File: config.mk
export PLATFORM = sky130hd
export DESIGN_NAME = pulse_stretcher
export DESIGN_NICKNAME = d
export VERILOG_FILES = /design/src/rtl/pulse_pkg.sv /design/src/rtl/load_down_counter.sv /design/src/rtl/pulse_stretcher.sv
export SDC_FILE = /design/constraint.sdc
export NUM_CORES = 1
export LEC_CHECK = 0
export ABC_CLOCK_PERIOD_IN_PS = 3720
export BUFFER_PORTS_ARGS = -buffer_cell sky130_fd_sc_hd__clkbuf_2
export CAP_MARGIN = 20
export CORE_AREA = 4 4 41 43
export CTS_BUF_LIST = sky130_fd_sc_hd__clkbuf_8
export CTS_CLUSTER_SIZE = 20
export DETAILED_ROUTE_END_ITERATION = 16
export DIE_AREA = 0 0 45 47
export PLACE_DENSITY_LB_ADDON = 0.12
export SLEW_MARGIN = 20
export SYNTH_ARGS = -nofsm -noshare
export SYNTH_HDL_FRONTEND = slang
export SYNTH_SLANG_ARGS = --single-unit
export TNS_END_PERCENT = 20
File: constraint.sdc
create_clock -name clock -period 3.72 [get_ports clock]
set_clock_uncertainty 0.05 [all_clocks]
set_input_delay 0.372 -clock clock [delete_from_list [all_inputs] [get_ports clock]]
set_output_delay 0.372 -clock clock [all_outputs]
set_load 0.02 [all_outputs]
File: src/rtl/pulse_pkg.sv
// rtl/pulse_pkg.sv - shared FSM state type and counter sizing for pulse_stretcher
package pulse_pkg;

    typedef enum logic [1:0] {
        IDLE,
        HIGH,
        LOW_GAP
    } state_t;

    // Counter must hold max(width, gap) - 1; never narrower than one bit.
    function automatic int cnt_width(input int width, input int gap);
        int m;
        m = (width > gap) ? width : gap;
        return (m > 1) ? $clog2(m) : 1;
    endfunction

endpackage

File: src/rtl/load_down_counter.sv
// rtl/load_down_counter.sv - loadable down-counter with zero flag
module load_down_counter #(
    parameter int W = 2
) (
    input  logic         clock,
    input  logic         reset,
    input  logic         load,
    input  logic [W-1:0] value,
    input  logic         dec,
    output logic         zero
);

    logic [W-1:0] count;

    always_ff @(posedge clock) begin
        if (!reset) begin
            count <= '0;
        end else if (load) begin
            count <= value;
        end else if (dec && count != '0) begin
            count <= count - W'(1);
        end
    end

    assign zero = (count == '0);

endmodule

File: src/rtl/pulse_stretcher.sv
// rtl/pulse_stretcher.sv - fixed-width pulse stretcher; PULSE_STRETCHER_QUEUE_EN queues triggers
module pulse_stretcher
    import pulse_pkg::*;
#(
    parameter int WIDTH  = 4,
    parameter int GAP    = 1,
    parameter int QDEPTH = 3
) (
    input  logic                         clock,
    input  logic                         reset,
    input  logic                         trig,
    output logic                         pulse,
    output logic                         busy,
    output logic [$clog2(QDEPTH+1)-1:0]  pending,
    output logic                         overflow
);

    localparam int CW = cnt_width(WIDTH, GAP);
    localparam int PW = $clog2(QDEPTH + 1);
    localparam logic [CW-1:0] WIDTH_LOAD = CW'(WIDTH - 1);
    localparam logic [CW-1:0] GAP_LOAD   = CW'(GAP - 1);

    state_t        state;
    logic          cnt_load;
    logic          cnt_dec;
    logic [CW-1:0] cnt_value;
    logic          cnt_zero;
    logic          gap_done;
    logic          has_pending;
    logic          direct_start;
    logic          drop;

    assign gap_done     = (state == LOW_GAP) && cnt_zero;
    assign has_pending  = (pending != '0);
    // A trigger starts a pulse itself only from IDLE or at the gap exit with nothing queued.
    assign direct_start = trig && ((state == IDLE) || (gap_done && !has_pending));

    always_comb begin
        cnt_load  = 1'b0;
        cnt_dec   = 1'b0;
        cnt_value = WIDTH_LOAD;
        case (state)
            IDLE:    cnt_load = trig;
            HIGH: begin
                if (cnt_zero) begin
                    cnt_load  = 1'b1;
                    cnt_value = GAP_LOAD;
                end else begin
                    cnt_dec = 1'b1;
                end
            end
            LOW_GAP: begin
                if (cnt_zero) cnt_load = has_pending || trig;
                else          cnt_dec  = 1'b1;
            end
            default: ;
        endcase
    end

    load_down_counter #(.W(CW)) u_cnt (
        .clock (clock),
        .reset (reset),
        .load  (cnt_load),
        .value (cnt_value),
        .dec   (cnt_dec),
        .zero  (cnt_zero)
    );

`ifdef PULSE_STRETCHER_QUEUE_EN
    localparam logic [PW-1:0] QMAX = PW'(QDEPTH);
    logic enqueue;
    logic consume;

    assign enqueue = trig && !direct_start;
    assign consume = gap_done && has_pending;
    assign drop    = enqueue && !consume && (pending == QMAX);

    always_ff @(posedge clock) begin
        if (!reset) begin
            pending <= '0;
        end else if (enqueue && !consume && pending != QMAX) begin
            pending <= pending + PW'(1);
        end else if (consume && !enqueue) begin
            pending <= pending - PW'(1);
        end
    end
`else
    assign pending = '0;
    assign drop    = trig && !direct_start;
`endif

    always_ff @(posedge clock) begin
        if (!reset) begin
            state    <= IDLE;
            pulse    <= 1'b0;
            busy     <= 1'b0;
            overflow <= 1'b0;
        end else begin
            overflow <= drop;
            case (state)
                IDLE: begin
                    if (trig) begin
                        state <= HIGH;
                        pulse <= 1'b1;
                        busy  <= 1'b1;
                    end
                end
                HIGH: begin
                    if (cnt_zero) begin
                        state <= LOW_GAP;
                        pulse <= 1'b0;
                    end
                end
                LOW_GAP: begin
                    if (cnt_zero) begin
                        if (has_pending || trig) begin
                            state <= HIGH;
                            pulse <= 1'b1;
                        end else begin
                            state <= IDLE;
                            busy  <= 1'b0;
                        end
                    end
                end
                default: begin
                    state <= IDLE;
                    pulse <= 1'b0;
                    busy  <= 1'b0;
                end
            endcase
        end
    end

endmodule

; ---- Word-level counts from Yosys, hierarchy flattened
; Cells that the tools add are included.
[totals]
wordCells = 49
out_inout_bits = 5
reg_bits = 7
inputBits = 3
[classes]
reduce_logical = 14
add_sub_neg = 1
muxes = 22
n_eq_ne = 6
bitwise_logic = 1
[ops]
columns = op, n
row1 = $mux 2, 7
row2 = $mux 1, 11
row3 = $pmux 1 s3, 3
row4 = $ne 2x2->1 const B, 4
row5 = $pmux 2 s3, 1
row6 = $logic_and 1x1->1, 4
row7 = $logic_not 2->1, 2
row8 = $reduce_and 4->1, 1
row9 = $reduce_bool 2->1, 2
row10 = $reduce_and 3->1, 1
row11 = $eq 2x1->1 const B, 1
row12 = $eq 2x2->1 const B, 1
row13 = $reduce_and 2->1, 1
row14 = $reduce_or 2->1, 1
row15 = $sub 2x1->2 const B, 1
row16 = $logic_not 1->1, 1
row17 = $logic_or 1x1->1, 1
row18 = $not 1->1, 1

; ---- Logic depth before layout (Yosys ltp)
; Gate-level depths: netlist of run 1.
[logic_depth]
ltp_word = 6
mapped_depth = 6
mapped_depth_nobuf = 5

; ---- By module
; A second synthesis of run 1 with hierarchy kept.
[hier_totals]
cells_unflattened = 56
area_unflattened_um2 = 476.7
[modules_own_cells]
columns = mod, seq_area_each_um2, instances, area_per_inst_um2, cells_each
row1 = pulse_stretcher, 100.1, 1, 354.1, 42
row2 = load_down_counter, 40.0, 1, 122.6, 14

; ---- Least setup slack after synthesis of run 1
; No wires, ideal clock.
[synth_path]
path_kind = register to register
startpoint = register state[0]
endpoint = register u_cnt.count[0]
required_ps = 3554
setup_ps = 116
path_stages_with_launch = 6
synth_period_minus_slack_ps = 1321
path_slack_ps = 2399
path_buffers = 0
arrival_time_ps = 1155
cell_sequence = dfxtp_1 inv_1 ha_1 nor2b_2 xnor2_1 o211a_1
[synth_between]
elab_chain_cells = 5
word_cells_on_any_way = 10
classes_between = eq/ne: 2 / mux: 4 / reduce/logical: 4
[synth_lines]
columns = element, line
row1 = start: declaration, pulse_stretcher.sv:23  ; state_t state;
row2 = start signal: assignment, pulse_stretcher.sv:94  ; state <= IDLE;
row3 = start signal: assignment, pulse_stretcher.sv:103  ; state <= HIGH;
row4 = start signal: assignment, pulse_stretcher.sv:110  ; state <= LOW_GAP;
row5 = $eq 2x2->1 / $eq 2x1->1 (equally long branches), pulse_stretcher.sv:42  ; case (state)
row6 = $reduce_or 2->1 (no source line), -
row7 = $mux 1, -
row8 = $logic_and 1x1->1, load_down_counter.sv:20  ; end else if (dec && count != '0) begin
row9 = $reduce_bool 2->1 (no source line), -
row10 = end signal: assignment, load_down_counter.sv:19  ; count <= value;
row11 = end signal: assignment, load_down_counter.sv:21  ; count <= count - W'(1);
row12 = end: declaration, load_down_counter.sv:13  ; logic [W-1:0] count;
; Parallel ways exist; a longest one is shown, timed or not.
; A chain may end at the register's enable or synchronous reset.

; ---- Final worst setup path of run 1
[layout_path]
startpoint = register state[0]
endpoint = register u_cnt.count[1]
; The elaborated chain is that of the path after synthesis.

==> run_results.csv, run 1 <==
group,metric,value,unit
outcome,outcome,"complete, no violations",
detailed_routing,drt_iter0_drc,1,
cts,worstSkewPairLatency,0.22,ns
detailed_routing,route.antenna.remaining_nets,0,
timing,rsz0062_at_grt,"no",
floorplanning,fp.dieW,45,um
floorplanning,die-height,47,um
yosys,synth_ff_type,"dfxtp_1",
power,comb_power_share,36.2,%
placed_design,hpwl,637,um
flow_run,drv_cap,0,
yosys,synth_commonest_cells,"dfxtp_1 (7), ha_1 (5), inv_1 (5)",
layout,final_nets,69,
detailed_routing,wl,808,um
detailed_routing,drc,0,
yosys,synthArstFlopShare,0,%
cts,cts_root_buf,"clkbuf_8",
setup_path,startpoint,"state[0]",
setup_path,criticalPathCategory,"reg2reg",
yosys,ys_seq_area_share,29.0,%
power,power,314,uW
cts,cts_tree,"done",
power,leakage,0.000247,uW
min_path,hp-start,"trig",
placed_design,portBuffers,5,
setup_path,cpLargestDelayFamily,"flip-flops",
timing,layout_min_cycle_time,1.43,ns
power,p_sw_share,32.7,%
setup_path,end_kind,"flip-flop",
timing,final_hold_viol_count,0,
yosys,synth-simple-area-share,19.9,%
setup_path,required,3.82,ns
detailed_routing,via_count,367,
global_routing,gr-total-overflow,0,
floorplanning,die-area,2120,um^2
detailed_routing,wl_per_cell,10.8,um
timing,setup_viol,0,
floorplanning,row_count,13,
layout,drive_gt1_share,20.0,%
yosys,synth_top_family_by_area,"compound AO/OA/AOI/OAI gates",
yosys,ys.warnings.count,0,
cts,htree_levels,1,
layout,final_core_util,41.6,%
yosys,synth-compound-area-share,22.5,%
timing,period_share,38.3,%
yosys,synth-seq-cells,7,
setup_path,max_stage_delay,0.33,ns
yosys,synth_area_leaders,"dfxtp_1 (29%), ha_1 (13%), buf_4 (4.7%)",
yosys,syn_area,483,um^2
timing,slew_viol_final,0,
yosys,synthMuxAreaShare,2.07,%
layout,instances_no_fill,75,
global_routing,grt_pass1_wl,1520,um
cts,cts_sinks,7,
power,vdd_drop_max,0.000341,V
yosys,avgSynthCellArea,8.94,um^2
yosys,ys_types,31,
setup_path,cpMaxStageDelayCell,"dfxtp_1",
yosys,synth_adder_area_share,13.0,%
layout,num_antenna_cells,0,
floorplanning,ios,8,
cts,clk_pin_slew,0.04,ns
yosys,synthXorXnorAreaFrac,1.81,%
floorplanning,core-area,1300,um^2
power,switching_power,102,uW
setup_path,worstPathArrival,1.53,ns
cts,numCtsBuffers,3,
floorplanning,initial_utilization,37.1,%
power,clkPwrFrac,32.9,%
layout,design_area,542,um^2
detailed_routing,via_per_inst,4.89,
global_routing,antenna_found_initial,0,
cts,ctsHoldBuffers,0,
setup_path,critPathBufInv,1,
timing,tns,0,ns
yosys,netlist_instances,54,
setup_path,crit_path_max_fanout,8,
yosys,synth_top_area_share,29.0,%
global_routing,grt_max_degree,11,
placed_design,gp_congestion,0.732,
layout,syn2layout_area_growth,12.2,%
yosys,synth_area_leader_cell,"dfxtp_1",
placed_design,dp.cells,71,
yosys,synth_edf_count,0,
setup_path,path_cells,"inv_1 -> ha_1 -> nand3_1 -> a31oi_2 -> mux2i_1",
min_path,hold_path.class,"in2reg",
cts,post_cts_buffers,0,
power,power_density,579,nW/um^2
detailed_routing,dr.pass1.iters,4,
global_routing,grt.total_usage,10.3,%
cts,cts_resized,0,
power,internal-power,211,uW
setup_path,r2r_start,"state[0]",
setup_path,cp-start-kind,"flip-flop",
timing,fmax,701,MHz
global_routing,grt_pass1_vias,358,
cts,clockBufferDepth,2,
power,pwr-share-seq,30.9,%
placed_design,place_area,497,um^2
yosys,synth_most_common_cell,"dfxtp_1",
==> cells in the final DEF, fill, tap and decap left out, drive strengths merged, types with 2 or more instances in the layout <==
master  count
a211oi      2
a21boi      2
clkbuf      8
conb        2
dfxtp       7
ha          5
inv         6
nand2       4
nand3       2
nor2        2
nor2b       3
nor3b       2
o21ai       2
==> flip-flops by register name, indices dropped and copies added, names as in the netlist <==
name,cells
overflow,1
pulse,1
u_cnt.count,2
busy,1
state,2
==> per-stage QoR <==
| step | worst slack, ns | hold WS, ns |
|---|---|---|
| CTS | 2.28 | 0.398 |
| global route | 2.16 | 0.428 |
| floorplan | 2.40 | 0.431 |
| finish | 2.29 | 0.403 |
| global placement | 2.28 | 0.407 |
| detailed placement | 2.28 | 0.409 |
==> worst reg2reg max path, delay by kind of cell, from the launching register on <==
family | cells | cell delay (ns)
flip-flops | 1 | 0.33
AND/OR/NAND/NOR | 1 | 0.14
adder cells (fa/ha/maj) | 1 | 0.32
AO/OA/AOI/OAI | 1 | 0.23
multiplexers | 1 | 0.20
buffers and inverters | 1 | 0.09
==> power groups by stage <==
| stage | Clock, uW | Combinational [uW] | Sequential [uW] |
|---|---|---|---|
| floorplan | 0 | 96.3 | 103 |
| global placement | 0 | 115 | 98.6 |
| detailed placement | 0 | 114 | 98.5 |
| CTS | 107 | 115 | 97.2 |
| global route | 113 | 130 | 98.7 |
| finish | 103 | 114 | 97.0 |
==> cell type report <==
| class | instances | area, um^2 |
|---|---|---|
| clock buffers | 3 | 41.3 |
| clock inverters | 1 | 3.75 |
| fillers | 142 | 759 |
| inverters | 5 | 18.8 |
| multi-input cells | 39 | 294 |
| flip-flops and latches | 7 | 140 |
| well taps | 15 | 18.8 |
| repair buffers | 5 | 25.0 |
==> metal layers <==
layer / track usage (%) / part of all wire, % / wire [um] / vias to the layer above
met3: 6.90 / 9.5 / 77 / 2
met4: 3.51 / 0.74 / 6 / 0
met1: 11.9 / 48 / 387 / 160
met2: 15.3 / 42 / 336 / 10
li1: - / - / - / 195
met5: 0 / 0 / 0 / -
==> cell families (layout without fill, tap and decap cells) <==
kind of cell / Yosys count / count (layout)
XOR/XNOR: 1 / 1
multiplexers: 1 / 1
other: 1 / 2
flip-flops: 7 / 7
AO/OA/AOI/OAI: 14 / 14
buffers and inverters: 9 / 14
adder cells (fa/ha/maj): 5 / 5
AND/OR/NAND/NOR: 16 / 16
==> final timing paths <==
check	endpoint	slack [ns]	depth (start not counted)
max	u_cnt.count[1]	2.29	5
min reg2reg	pulse	0.41	2
max reg2reg	u_cnt.count[1]	2.29	5
min	overflow	0.40	3
Note: power is estimated with default switching activity, not from simulation.
==> run 2: changes to the inputs <==
--- a/config.mk
+++ b/config.mk
@@ -5,7 +5,8 @@
 export SDC_FILE = /design/constraint.sdc
 export NUM_CORES = 1
 export LEC_CHECK = 0
-export ABC_CLOCK_PERIOD_IN_PS = 3720
+export ABC_AREA = 1
+export ABC_CLOCK_PERIOD_IN_PS = 1420
 export BUFFER_PORTS_ARGS = -buffer_cell sky130_fd_sc_hd__clkbuf_2
 export CAP_MARGIN = 20
 export CORE_AREA = 4 4 41 43
==> constraint.sdc (replaced) <==
create_clock -name clock -period 1.42 [get_ports clock]
set_clock_uncertainty 0.05 [all_clocks]
set_input_delay 0.142 -clock clock [delete_from_list [all_inputs] [get_ports clock]]
set_output_delay 0.142 -clock clock [all_outputs]
set_load 0.02 [all_outputs]
==> run_results.csv, run 2 <==
group,metric,value,unit
outcome,outcome,"complete, no violations",
setup_path,max_stage_delay,0.32,ns
layout,design_area,597,um^2
min_path,hold_depth,3,
cts,cts_tree,"done",
cts,clk_pin_slew,0.04,ns
yosys,synth_top_area_share,31.4,%
floorplanning,row_count,13,
detailed_routing,via_count,425,
flow_run,drv_cap,0,
power,p_sw_share,43.7,%
min_path,hp-start,"reset",
floorplanning,ios,8,
power,clkPwrFrac,18.8,%
setup_path,path_cells,"buf_4 -> ha_2 -> inv_1 -> nand2_2 -> a21oi_4 -> nor2_1 -> nor2_1 -> nor2_1",
power,power_density,2410,nW/um^2
placed_design,hpwl,699,um
placed_design,gp_congestion,0.741,
yosys,ys_seq_area_share,31.4,%
floorplanning,fp.dieW,45,um
timing,final_hold_viol_count,0,
cts,worstSkewPairLatency,0.22,ns
setup_path,required,1.48,ns
detailed_routing,via_per_inst,4.47,
global_routing,grt.total_usage,10.7,%
layout,reg.largest.list,"state: 2 flops, u_cnt.count: 2 flops",
layout,num_antenna_cells,0,
detailed_routing,drt_iter0_drc,0,
floorplanning,die-height,47,um
yosys,ys.warnings.count,0,
placed_design,place_area,494,um^2
timing,rsz0062_at_grt,"no",
layout,fill_cells,144,
power,leakage,0.000301,uW
global_routing,antenna_found_initial,0,
setup_path,crit_path_max_fanout,3,
yosys,synth_area_leader_cell,"dfxtp_1",
yosys,synth_commonest_cells,"nand2_1 (15), inv_1 (12), nor2_1 (12)",
setup_path,cpLargestDelayFamily,"flip-flops",
layout,final_common_cell,"nand2_1",
yosys,avgSynthCellArea,6.57,um^2
yosys,synth_ff_type,"dfxtp_1",
yosys,synth_area_leaders,"dfxtp_1 (31%), ha_1 (14%), nand2_1 (13%)",
yosys,synth-seq-cells,7,
setup_path,r2r_setup_slack,0.1,ns
power,power,1440,uW
setup_path,end_kind,"flip-flop",
cts,numCtsBuffers,3,
global_routing,grt_max_degree,7,
floorplanning,initial_utilization,34.3,%
yosys,synth_most_common_cell,"nand2_1",
timing,tns,0,ns
floorplanning,core-area,1300,um^2
yosys,synth_edf_count,0,
detailed_routing,wl,914,um
min_path,hold_end,"u_cnt.count[1]",
floorplanning,die-area,2120,um^2
setup_path,critPathBufInv,2,
timing,setup_viol,0,
setup_path,r2r_start,"state[0]",
setup_path,criticalPathCategory,"reg2reg",
detailed_routing,route.antenna.remaining_nets,0,
detailed_routing,dr.pass1.iters,1,
layout,layout_common_cells,"nand2_1 (13), inv_1 (10), nor2_1 (10), dfxtp_1 (5), clkbuf_2 (5)",
cts,htree_levels,1,
detailed_routing,wl_per_cell,9.62,um
setup_path,reg2reg_depth,8,
cts,clockBufferDepth,2,
yosys,netlist_instances,68,
yosys,ys_types,14,
power,comb_power_share,58.9,%
timing,slew_viol_final,0,
layout,final_nets,89,
power,pwr-share-seq,22.3,%
global_routing,gr-total-overflow,0,
timing,layout_min_cycle_time,1.32,ns
setup_path,cp-start-kind,"flip-flop",
yosys,syn_area,447,um^2
yosys,synthArstFlopShare,0,%
cts,ctsHoldBuffers,0,
layout,syn2layout_area_growth,33.6,%
global_routing,grt_pass1_vias,352,
setup_path,worstPathArrival,1.38,ns
setup_path,r2r_end,"state[1]",
setup_path,cpMaxStageDelayCell,"dfxtp_2",
power,internal-power,812,uW
power,switching_power,629,uW
min_path,hold_path.class,"in2reg",
placed_design,portBuffers,5,
timing,fmax,756,MHz
power,vdd_drop_max,0.00105,V
cts,cts_root_buf,"clkbuf_8",
timing,period_share,93.2,%
detailed_routing,drc,0,
cts,cts_sinks,7,
global_routing,grt_pass1_wl,1530,um
setup_path,cp_common_cell,"nor2_1",
layout,drive_gt1_share,33.8,%
[run 2: changes by cell type after synthesis, sizes merged, moves of 2 or more]
cell and delta:
a21oi +3, inv +7, nor2 +10, buf -2
nand3 +2, nand2 +11, a21boi -2, nor3b -2
nor2b -3
[run 2: cell families (layout without fill, tap and decap cells)]
group / Yosys count / in the layout / synth area share [%]
fa+ha+maj: 5 / 5 / 14.0
compound gates: 8 / 8 / 10.1
other cells: 1 / 2 / 0.840
flops: 7 / 7 / 31.4
buf+inv: 14 / 25 / 13.4
simple gates: 32 / 32 / 28.3
xor+xnor: 1 / 1 / 1.96
[run 2: layout make-up]
| type | instances | area [um^2] | area share (%) |
|---|---|---|---|
| repair buffers | 9 | 55.1 | 9.22 |
| clock buffers | 3 | 41.3 | 6.92 |
| well taps | 15 | 18.8 | 3.14 |
| clock inverters | 1 | 3.75 | 0.629 |
| inverters | 12 | 45.0 | 7.55 |
| multi-input cells | 48 | 290 | 48.6 |
| flip-flops and latches | 7 | 143 | 23.9 |
[run 2: repair_timing]
item / in CTS / in global routing
endpoints found under the setup margin: 2 / 6
resized for setup: 2 / 15
pin swaps: 0 / 5
setup buffers: 0 / 2
[run 2: layer usage]
metal | track usage (%) | up-vias | wire, um
met1 | 12.3 | 186 | 415
met2 | 15.5 | 7 | 426
met4 | 3.51 | 0 | 11
met3 | 7.66 | 2 | 61
met5 | 0 | - | 0
li1 | - | 230 | -
[run 2: how the worst max path moves through the flow]
stage	slack [ns]	depth (start not counted)	startpoint	endpoint
global placement	0.003	7	state[0]	u_cnt.count[0]
global route	0.005	8	state[0]	state[0]
detailed placement	0.001	7	state[0]	u_cnt.count[0]
floorplan	0.14	7	state[0]	u_cnt.count[0]
finish	0.1	8	state[0]	state[1]
CTS	0.01	7	state[1]	state[0]
[run 2: power groups by stage]
stage               clock, uW  combinational, uW  sequential (uW)
floorplan                   0                478              356
global placement            0                683              325
detailed placement          0                679              325
CTS                       286                705              321
global route              298                963              329
finish                    271                849              321
[run 2: worst reg2reg max path, delay by kind of cell, from the launching register on]
kind | cells | cell delay [ns]
fa+ha+maj | 1 | 0.20
compound gates | 1 | 0.16
simple gates | 4 | 0.25
flops | 1 | 0.32
buf+inv | 2 | 0.22
[run 2: per-stage QoR]
| step | worst slack (ns) | hold WS (ns) | cells | util (%) |
|---|---|---|---|---|
| after floorplan | 0.141 | 0.216 | 69 | - |
| after global placement | 0.00306 | 0.364 | 89 | 38.0 |
| after detailed placement | 0.00124 | 0.367 | 89 | 38.0 |
| after CTS | 0.0126 | 0.128 | 93 | 41.9 |
| after global routing | 0.00548 | 0.151 | 95 | 45.9 |
| final | 0.0972 | 0.129 | 95 | 45.9 |
